==> src/rtl/fetch_unit_pkg.sv <==
// Shared constants and types for the instruction fetch stage.
// The instruction-word constants are also provided as macros (NOP_INST, INST_W).
// Optional feature macro: FETCH_BYPASS_EN (see fetch_unit.sv).
`ifndef FETCH_UNIT_CONST_DEFS
`define FETCH_UNIT_CONST_DEFS
`define NOP_INST 32'h00000013
`define INST_W 32
`endif

package fetch_unit_pkg;
  localparam int              INST_W       = `INST_W;
  localparam logic [31:0]     NOP_INST     = `NOP_INST;
  localparam int              DEF_XLEN     = 64;
  localparam logic [63:0]     DEF_RESET_PC = 64'h0000_0000_8000_0000;
  localparam int              DEF_DEPTH    = 2;
endpackage

==> src/rtl/fetch_buf.sv <==
// DEPTH-entry synchronous FIFO of {pc, inst} between memory responses and decode.
// Pointers wrap modulo DEPTH, so non-power-of-two depths are fine.
// Flush wins over push and pop in the same cycle.
module fetch_buf
  import fetch_unit_pkg::*;
#(
  parameter int DEPTH = 2,
  parameter int XLEN  = 64,
  localparam int CW   = $clog2(DEPTH + 1),
  localparam int PW   = (DEPTH > 1) ? $clog2(DEPTH) : 1
) (
  input  logic              clk,
  input  logic              rst_n,
  input  logic              push,
  input  logic [XLEN-1:0]   push_pc,
  input  logic [INST_W-1:0] push_inst,
  input  logic              pop,
  input  logic              flush,
  output logic [XLEN-1:0]   head_pc,
  output logic [INST_W-1:0] head_inst,
  output logic [CW-1:0]     count,
  output logic              full,
  output logic              empty
);

  localparam logic [CW-1:0] CNT_MAX = CW'(DEPTH);
  localparam logic [PW-1:0] PTR_MAX = PW'(DEPTH - 1);

  logic [PW-1:0]     wr_ptr_q, wr_ptr_d, rd_ptr_q, rd_ptr_d;
  logic [CW-1:0]     count_q, count_d;
  logic [XLEN-1:0]   pc_mem_q   [DEPTH];
  logic [XLEN-1:0]   pc_mem_d   [DEPTH];
  logic [INST_W-1:0] inst_mem_q [DEPTH];
  logic [INST_W-1:0] inst_mem_d [DEPTH];
  logic              do_push, do_pop;

  function automatic logic [PW-1:0] ptr_inc(input logic [PW-1:0] p);
    return (p == PTR_MAX) ? '0 : p + PW'(1);
  endfunction

  assign empty     = (count_q == '0);
  assign full      = (count_q == CNT_MAX);
  assign count     = count_q;
  assign head_pc   = pc_mem_q[rd_ptr_q];
  assign head_inst = inst_mem_q[rd_ptr_q];

  // Next-state for pointers, occupancy and storage.
  always_comb begin
    do_pop     = pop && !empty;
    do_push    = push && (!full || do_pop);
    wr_ptr_d   = wr_ptr_q;
    rd_ptr_d   = rd_ptr_q;
    count_d    = count_q;
    pc_mem_d   = pc_mem_q;
    inst_mem_d = inst_mem_q;
    if (flush) begin
      wr_ptr_d = '0;
      rd_ptr_d = '0;
      count_d  = '0;
    end else begin
      if (do_push) begin
        pc_mem_d[wr_ptr_q]   = push_pc;
        inst_mem_d[wr_ptr_q] = push_inst;
        wr_ptr_d             = ptr_inc(wr_ptr_q);
      end
      if (do_pop) begin
        rd_ptr_d = ptr_inc(rd_ptr_q);
      end
      count_d = count_q + CW'(do_push) - CW'(do_pop);
    end
  end

  // Control registers, cleared by reset.
  always_ff @(posedge clk) begin
    if (!rst_n) begin
      wr_ptr_q <= '0;
      rd_ptr_q <= '0;
      count_q  <= '0;
    end else begin
      wr_ptr_q <= wr_ptr_d;
      rd_ptr_q <= rd_ptr_d;
      count_q  <= count_d;
    end
  end

  // Entry storage; contents only matter while count says they are valid.
  always_ff @(posedge clk) begin
    pc_mem_q   <= pc_mem_d;
    inst_mem_q <= inst_mem_d;
  end

endmodule

==> src/rtl/fetch_unit.sv <==
// Instruction fetch stage: owns the fetch PC, issues aligned 32-bit fetches,
// buffers returned words with their PCs and hands them to decode.
// Handshakes: a transfer happens on a cycle where valid && ready are both high;
// valid never depends on ready of the same interface, except that decode
// consuming the head frees a credit for a request in that same cycle.
// Optional feature macro: FETCH_BYPASS_EN (response forwarded straight to
// decode when the buffer is empty).
module fetch_unit
  import fetch_unit_pkg::*;
#(
  parameter int              XLEN     = DEF_XLEN,
  parameter logic [XLEN-1:0] RESET_PC = XLEN'(DEF_RESET_PC),
  parameter int              DEPTH    = DEF_DEPTH
) (
  input  logic              clk,
  input  logic              rst_n,
  output logic              mem_req_valid,
  input  logic              mem_req_ready,
  output logic [XLEN-1:0]   mem_req_addr,
  input  logic              mem_resp_valid,
  input  logic [INST_W-1:0] mem_resp_data,
  input  logic              redirect_valid,
  input  logic [XLEN-1:0]   redirect_pc,
  output logic              dec_valid,
  input  logic              dec_ready,
  output logic [INST_W-1:0] dec_inst,
  output logic [XLEN-1:0]   dec_pc
);

  localparam int           CW      = $clog2(DEPTH + 1);
  localparam logic [CW:0]  DEPTH_C = (CW + 1)'(DEPTH);

  logic [XLEN-1:0]   pc_q, pc_d, resp_pc_q, resp_pc_d;
  logic [CW-1:0]     outstanding_q, outstanding_d, drop_cnt_q, drop_cnt_d;
  logic              buf_push, buf_pop, buf_full, buf_empty;
  logic [CW-1:0]     buf_count;
  logic [XLEN-1:0]   head_pc;
  logic [INST_W-1:0] head_inst;
  logic              req_fire, resp_drop, resp_keep;
  logic [CW:0]       credit_used;
  logic [XLEN-1:0]   redirect_pc_al;
`ifdef FETCH_BYPASS_EN
  logic              bypass_hit;
`endif

  fetch_buf #(.DEPTH(DEPTH), .XLEN(XLEN)) u_buf (
    .clk       (clk),
    .rst_n     (rst_n),
    .push      (buf_push),
    .push_pc   (resp_pc_q),
    .push_inst (mem_resp_data),
    .pop       (buf_pop),
    .flush     (redirect_valid),
    .head_pc   (head_pc),
    .head_inst (head_inst),
    .count     (buf_count),
    .full      (buf_full),
    .empty     (buf_empty)
  );

  // Response steering, decode outputs and request credits.
  always_comb begin
    redirect_pc_al = redirect_pc & ~XLEN'(3);
    resp_drop      = mem_resp_valid && (drop_cnt_q != '0);
    resp_keep      = rst_n && mem_resp_valid && (drop_cnt_q == '0) && !redirect_valid;
    dec_valid      = !buf_empty;
    dec_inst       = buf_empty ? NOP_INST : head_inst;
    dec_pc         = buf_empty ? '0 : head_pc;
    buf_push       = resp_keep;
`ifdef FETCH_BYPASS_EN
    bypass_hit = buf_empty && resp_keep;
    if (bypass_hit) begin
      dec_valid = 1'b1;
      dec_inst  = mem_resp_data;
      dec_pc    = resp_pc_q;
      buf_push  = !dec_ready;
    end
`endif
    // A decode handshake in a redirect cycle is moot: the entry is flushed.
    buf_pop       = !redirect_valid && !buf_empty && dec_ready;
    // The head leaving this cycle frees its slot for a new request, which is
    // what lets DEPTH=2 sustain one instruction per cycle.
    credit_used   = {1'b0, outstanding_q} + {1'b0, buf_count} - (CW + 1)'(buf_pop);
    mem_req_valid = rst_n && !redirect_valid && (credit_used < DEPTH_C);
    mem_req_addr  = pc_q;
    req_fire      = mem_req_valid && mem_req_ready;
  end

  // Next-state for fetch PC, response PC, in-flight and drop counters.
  always_comb begin
    pc_d          = pc_q;
    resp_pc_d     = resp_pc_q;
    drop_cnt_d    = drop_cnt_q;
    outstanding_d = outstanding_q + CW'(req_fire);
    // Saturate so a late response to a pre-reset request cannot underflow.
    if (mem_resp_valid && (outstanding_d != '0)) begin
      outstanding_d = outstanding_d - CW'(1);
    end
    if (redirect_valid) begin
      pc_d      = redirect_pc_al;
      resp_pc_d = redirect_pc_al;
      // Everything still in flight is stale; a request accepted last cycle is
      // already counted, and a response arriving now is dropped right here.
      drop_cnt_d = outstanding_d;
    end else begin
      if (req_fire) pc_d = pc_q + XLEN'(4);
      if (resp_keep) resp_pc_d = resp_pc_q + XLEN'(4);
      if (resp_drop) drop_cnt_d = drop_cnt_q - CW'(1);
    end
  end

  // State registers with synchronous active-low reset.
  always_ff @(posedge clk) begin
    if (!rst_n) begin
      pc_q          <= RESET_PC;
      resp_pc_q     <= RESET_PC;
      outstanding_q <= '0;
      drop_cnt_q    <= '0;
    end else begin
      pc_q          <= pc_d;
      resp_pc_q     <= resp_pc_d;
      outstanding_q <= outstanding_d;
      drop_cnt_q    <= drop_cnt_d;
    end
  end

  // Credits must make a push into a full buffer impossible.
  a_no_overflow: assert property (@(posedge clk) disable iff (!rst_n)
    !(buf_push && buf_full && !buf_pop));

endmodule

==> config.mk <==
export PLATFORM = sky130hd
export DESIGN_NAME = fetch_unit
export DESIGN_NICKNAME = d
export VERILOG_FILES = /design/src/rtl/fetch_unit_pkg.sv /design/src/rtl/fetch_buf.sv /design/src/rtl/fetch_unit.sv
export SDC_FILE = /design/constraint.sdc
export NUM_CORES = 1
export LEC_CHECK = 0
export ABC_AREA = 0
export CAP_MARGIN = 20
export CORE_MARGIN = 8
export CORE_UTILIZATION = 50
export CTS_BUF_LIST = sky130_fd_sc_hd__clkbuf_8
export CTS_CLUSTER_SIZE = 30
export DETAILED_ROUTE_END_ITERATION = 8
export PLACE_DENSITY = 0.79
export SYNTH_ARGS = -nofsm -noshare
export SYNTH_HDL_FRONTEND = slang
export SYNTH_HIERARCHICAL = 1
export SYNTH_SLANG_ARGS = --single-unit
==> constraint.sdc <==
create_clock -name clk -period 12.13 [get_ports clk]
set_clock_uncertainty 0.05 [all_clocks]
set_input_delay 3.0325 -clock clk [delete_from_list [all_inputs] [get_ports clk]]
set_output_delay 3.0325 -clock clk [all_outputs]
set_load 0.03 [all_outputs]
Yosys cells after proc, flatten, opt, wreduce, memory -nomap -nowiden
Index checks and enable logic that the tools add are counted.
- register bits: 328
- latch bits: 0
- RAM bits: 0
- ROM bits: 0
- logic and storage cells: 82
- memories kept: 0
- $add $sub $neg: 11
- $mul: 0
- div/mod/pow operators: 0
- order comparisons: 4
- equality and inequality tests: 1
- shifts and indexed selects: 0
- muxes and demuxes: 23
- bitwise gates (word level): 4
- reductions and logical operators: 26
- operators by type and width (cell ; number):
    $mux W64 ; 9
    $mux W32 ; 5
    $add A64 B3 Y64 const B ; 2
    $bwmux W128 ; 1
    $bwmux W64 ; 1
    $demux W64 S1 ; 1
    $demux W32 S1 ; 1
    $logic_and A1 B1 Y1 ; 13
    $reduce_bool A2 Y1 ; 5
    $mux W2 ; 3
    $add A2 B1 Y2 ; 2
    $ge A2 B2 Y1 const B ; 2
    $logic_not A2 Y1 ; 2
    $not A1 Y2 ; 2
    $sub A2 B1 Y2 const B ; 2
    $add A2 B2 Y3 ; 1
    $logic_not A1 Y1 ; 3
    $lt A3 B2 Y1 const B ; 1
    $sub A3 B1 Y3 ; 1
    $add A1 B1 Y1 const B ; 2
    $eq A2 B2 Y1 const B ; 1
    $lt A2 B1 Y1 const B ; 1
    $mux W1 ; 2
    $not A1 Y1 ; 2
    4 further kinds ; 4

Longest topological paths before layout
- word-level depth: 13
- gate-level depth with buffers: 21
- gate-level depth less buffers: 17

Cells and area by module
The synthesis kept the hierarchy.
- modules (own cells, without submodules) (module ; times used ; cells each ; area each (µm²) ; sequential area each (µm²)):
    fetch_unit ; 1 ; 1127 ; 8608.3 ; 2562.5
    fetch_buf ; 1 ; 329 ; 7156.9 ; 5845.6

Worst setup path after synthesis
Ideal clock, no wire load.
- path type: input to register
- from: in redirect_valid
- to: reg u_buf/inst_mem_q[0] (netlist bit), enable pin
- data arrival time: 10.801 ns
- data required time: 11.412 ns
- setup slack: 0.611 ns
- stages: 7
- buffers on the path: 3
- cells stage by stage: clkbuf_1 clkinv_1 clkbuf_1 clkbuf_1 and3_1 o21ai_1 nor3_1
- cells in the longest elaborated chain, start to end: 7
- elaborated cells on any way between the ends: 9
- RTL lines (item ; line ; RTL):
    start: declaration ; fetch_unit.sv:22 ; input logic redirect_valid,
    $logic_not A1 Y1 ; fetch_unit.sv:80 ; buf_pop = !redirect_valid && !buf_empty && dec_ready;
    $logic_and A1 B1 Y1 (2 in a row) ; fetch_unit.sv:80 ;
    net buf_pop ; fetch_unit.sv:35 ; logic buf_push, buf_pop, buf_full, buf_empty;
    $logic_and A1 B1 Y1 ; fetch_buf.sv:49 ; do_pop = pop && !empty;
    $logic_or A1 B1 Y1 ; fetch_buf.sv:50 ; do_push = push && (!full || do_pop);
    $logic_and A1 B1 Y1 ; fetch_buf.sv:50 ;
    $reduce_and A2 Y1 (no line) ; n/a ;
    end signal: assignment ; fetch_buf.sv:89 ; inst_mem_q <= inst_mem_d;
    end: declaration ; fetch_buf.sv:33 ; logic [INST_W-1:0] inst_mem_q [DEPTH];
The timed path passes the listed nets, and every way through them passes these cells.
A chain may end at the register's enable or synchronous reset.

Final worst setup path
- from: in redirect_valid
- to: out mem_req_valid
- cells in the longest elaborated chain, start to end: 6
- elaborated cells on any way between the ends: 7
- RTL lines (item ; line ; RTL):
    $logic_not A1 Y1 ; fetch_unit.sv:80 ;
    $logic_and A1 B1 Y1 (2 in a row) ; fetch_unit.sv:80 ;
    net buf_pop ; fetch_unit.sv:35 ;
    $sub A3 B1 Y3 ; fetch_unit.sv:83 ; credit_used = {1'b0, outstanding_q} + {1'b0, buf_count} - (CW + 1)'(buf_pop);
    $lt A3 B2 Y1 ; fetch_unit.sv:84 ; mem_req_valid = rst_n && !redirect_valid && (credit_used < DEPTH_C);
    $logic_and A1 B1 Y1 ; fetch_unit.sv:84 ;
    end: declaration ; fetch_unit.sv:17 ; output logic mem_req_valid,
The timed path passes the listed nets, and every way through them passes these cells.

==> results.md <==
- Vias in the first global route: 12360
- Worst Path Arrival: 5.95 ns
- Routed met2 length: 20.32 mm
- Worst VDD drop: 0.00007883 V
- Hold Path Class: register to register
- Post-CTS setup buffer count: 0
- Routability congestion estimate from global placement: 0.9446
- FMAX: 110.7 MHz
- Antenna diodes: 0
- Synth Instances: 1455
- Setup repair after global routing missed its margin: no
- Max_slew headroom: 16.79%
- DR top layer: met4
- Total track usage: 23.59%
- Final min period: 9.029 ns
- Port buffer count: 259
- Antenna-violating nets left: 0
- HPWL after detailed placement: 32.84 mm
- Slew Viols, Final: 0
- Vias per cell: 6.068
- Site Rows: 65
- Die width: 193.5 um
- Avg Cell Area, Syn: 10.83 um^2
- Final core utilization: 63.30%
- CTS buffer count: 54
- Slew @ Worst Pin: 1.242 ns
- Total Neg Setup Slack: 0 ns
- Share of cells above drive strength 1: 12.80%
- Status: finished clean
- WL final: 46.33 mm
- H-tree lvl count: 2
- Yosys warns: 6
- Core area: 31310 um^2
- DP Worst Slack: 3.093 ns
- Layout Nets: 1818
- Post-Syn Area: 15760 um^2
- DRT Pass-1 Iters: 5
- Clk sink count: 324
- Routed vias: 13060
- CP Launch Type: input pin
- Area post-placement: 18620 um^2
- Max cap viols: 0
- Post-Layout Inst Area: 19820 um^2
- Largest net degree at the start of global routing: 101
- CP required: 9.05 ns
- Clk Latency, worst-skew pair: 0.59 ns
- CTS tree: yes
- Bufs on Longest Clock Path: 3
- Die H: 193.5 um
- Iter 0 DRT Violations: 1172
- Worst-path maximum fanout: 54
- Final setup viols: 0
- Final period util: 74.44%
- Leak pwr: 0.006492 uW
- Met3 Wirelength: 4.351 mm
- CTS-repair resized insts: 0
- DRC violations left: 0
- Setup ws final: 3.101 ns
- Wire per inst: 21.53 um
- Root Buffer: clkbuf_8
- Boundary Pins: 264
- Initial antenna violation count: 0
- WS Path Type: input pin to primary output
- Initial Utilization: 50.34%
- Commonest non-fill, non-tap cells in the layout: clkdlybuf4s50_1, edfxtp_1, dfxtp_1
- Die Area: 37460 um^2
- Hold buffers post-CTS: 0
- Most common cell after layout, fill and taps aside: clkdlybuf4s50_1
- Area grow syn2layout: 25.75%
- M1 WL: 20.66 mm
- Crit end category: primary output
- Clk slew on worst S/H paths: 0.06 ns
- First-pass GRT wire length: 71.74 mm
- Pwr dens: 133.4 nW/um^2
- Total global routing overflow: 0
- Final hold viol count: 0
## where the power goes
group / internal [uW] / total [uW] / switching, uW / leakage (uW)
sequential: 1220 / 1280 / 66.8 / 0.00285
clock: 598 / 1040 / 439 / 0.000661
combinational: 131 / 323 / 192 / 0.00299
total: 1950 / 2640 / 698 / 0.00649
## area by class of cell
class                   count  area, um^2
fillers                  2461       11490
flip-flops and latches    324        8412
multi-input cells        1030        6927
repair buffers            273        2688
clock buffers              69       949.7
well taps                 402       503.0
clock inverters            30       249.0
inverters                  24       92.59
## per-stage QoR
step | std cells | hold WS [ns] | total power, uW
after floorplan | 1460 | 0.3896 | 1473
after global placement | 2053 | 0.4413 | 1614
after detailed placement | 2053 | 0.4706 | 1622
after CTS | 2152 | 0.4731 | 2662
after global routing | 2152 | 0.4793 | 2746
final | 2152 | 0.4671 | 2644
## layer usage
metal | track usage [%] | vias to the layer above
met3 | 5.588 | 74
met4 | 6.300 | 0
li1 | - | 6072
met1 | 33.38 | 6272
met2 | 35.85 | 640
met5 | 0 | -
## state kept, by name, indices dropped and copies added, names as in the netlist
register          flops
outstanding_q         2
u_buf/inst_mem_q     64
resp_pc_q            62
u_buf/wr_ptr_q        1
u_buf/pc_mem_q      128
mem_req_addr         62
drop_cnt_q            2
u_buf/count           2
u_buf/rd_ptr_q        1
## worst paths after layout
| kind | to | start | cells past startpoint | slack (ns) |
|---|---|---|---|---|
| worst max register to register | mem_req_addr[62] | u_buf/count[0] | 14 | 7.07 |
| worst min-delay path | u_buf/pc_mem_q[127] | resp_pc_q[63] | 0 | 0.47 |
| worst max-delay path | mem_req_valid | redirect_valid | 9 | 3.10 |
| worst min register to register | u_buf/pc_mem_q[127] | resp_pc_q[63] | 0 | 0.47 |
## worst max-delay path, stage by stage
cell	delay, ns
buf_2	0.12
inv_4	0.39
and3_1	0.37
ha_1	0.26
nand2b_1	0.15
fa_1	0.38
xor2_1	0.35
and3_1	0.22
clkdlybuf4s50_1	0.68
Note: power is estimated with default switching activity, not from simulation.
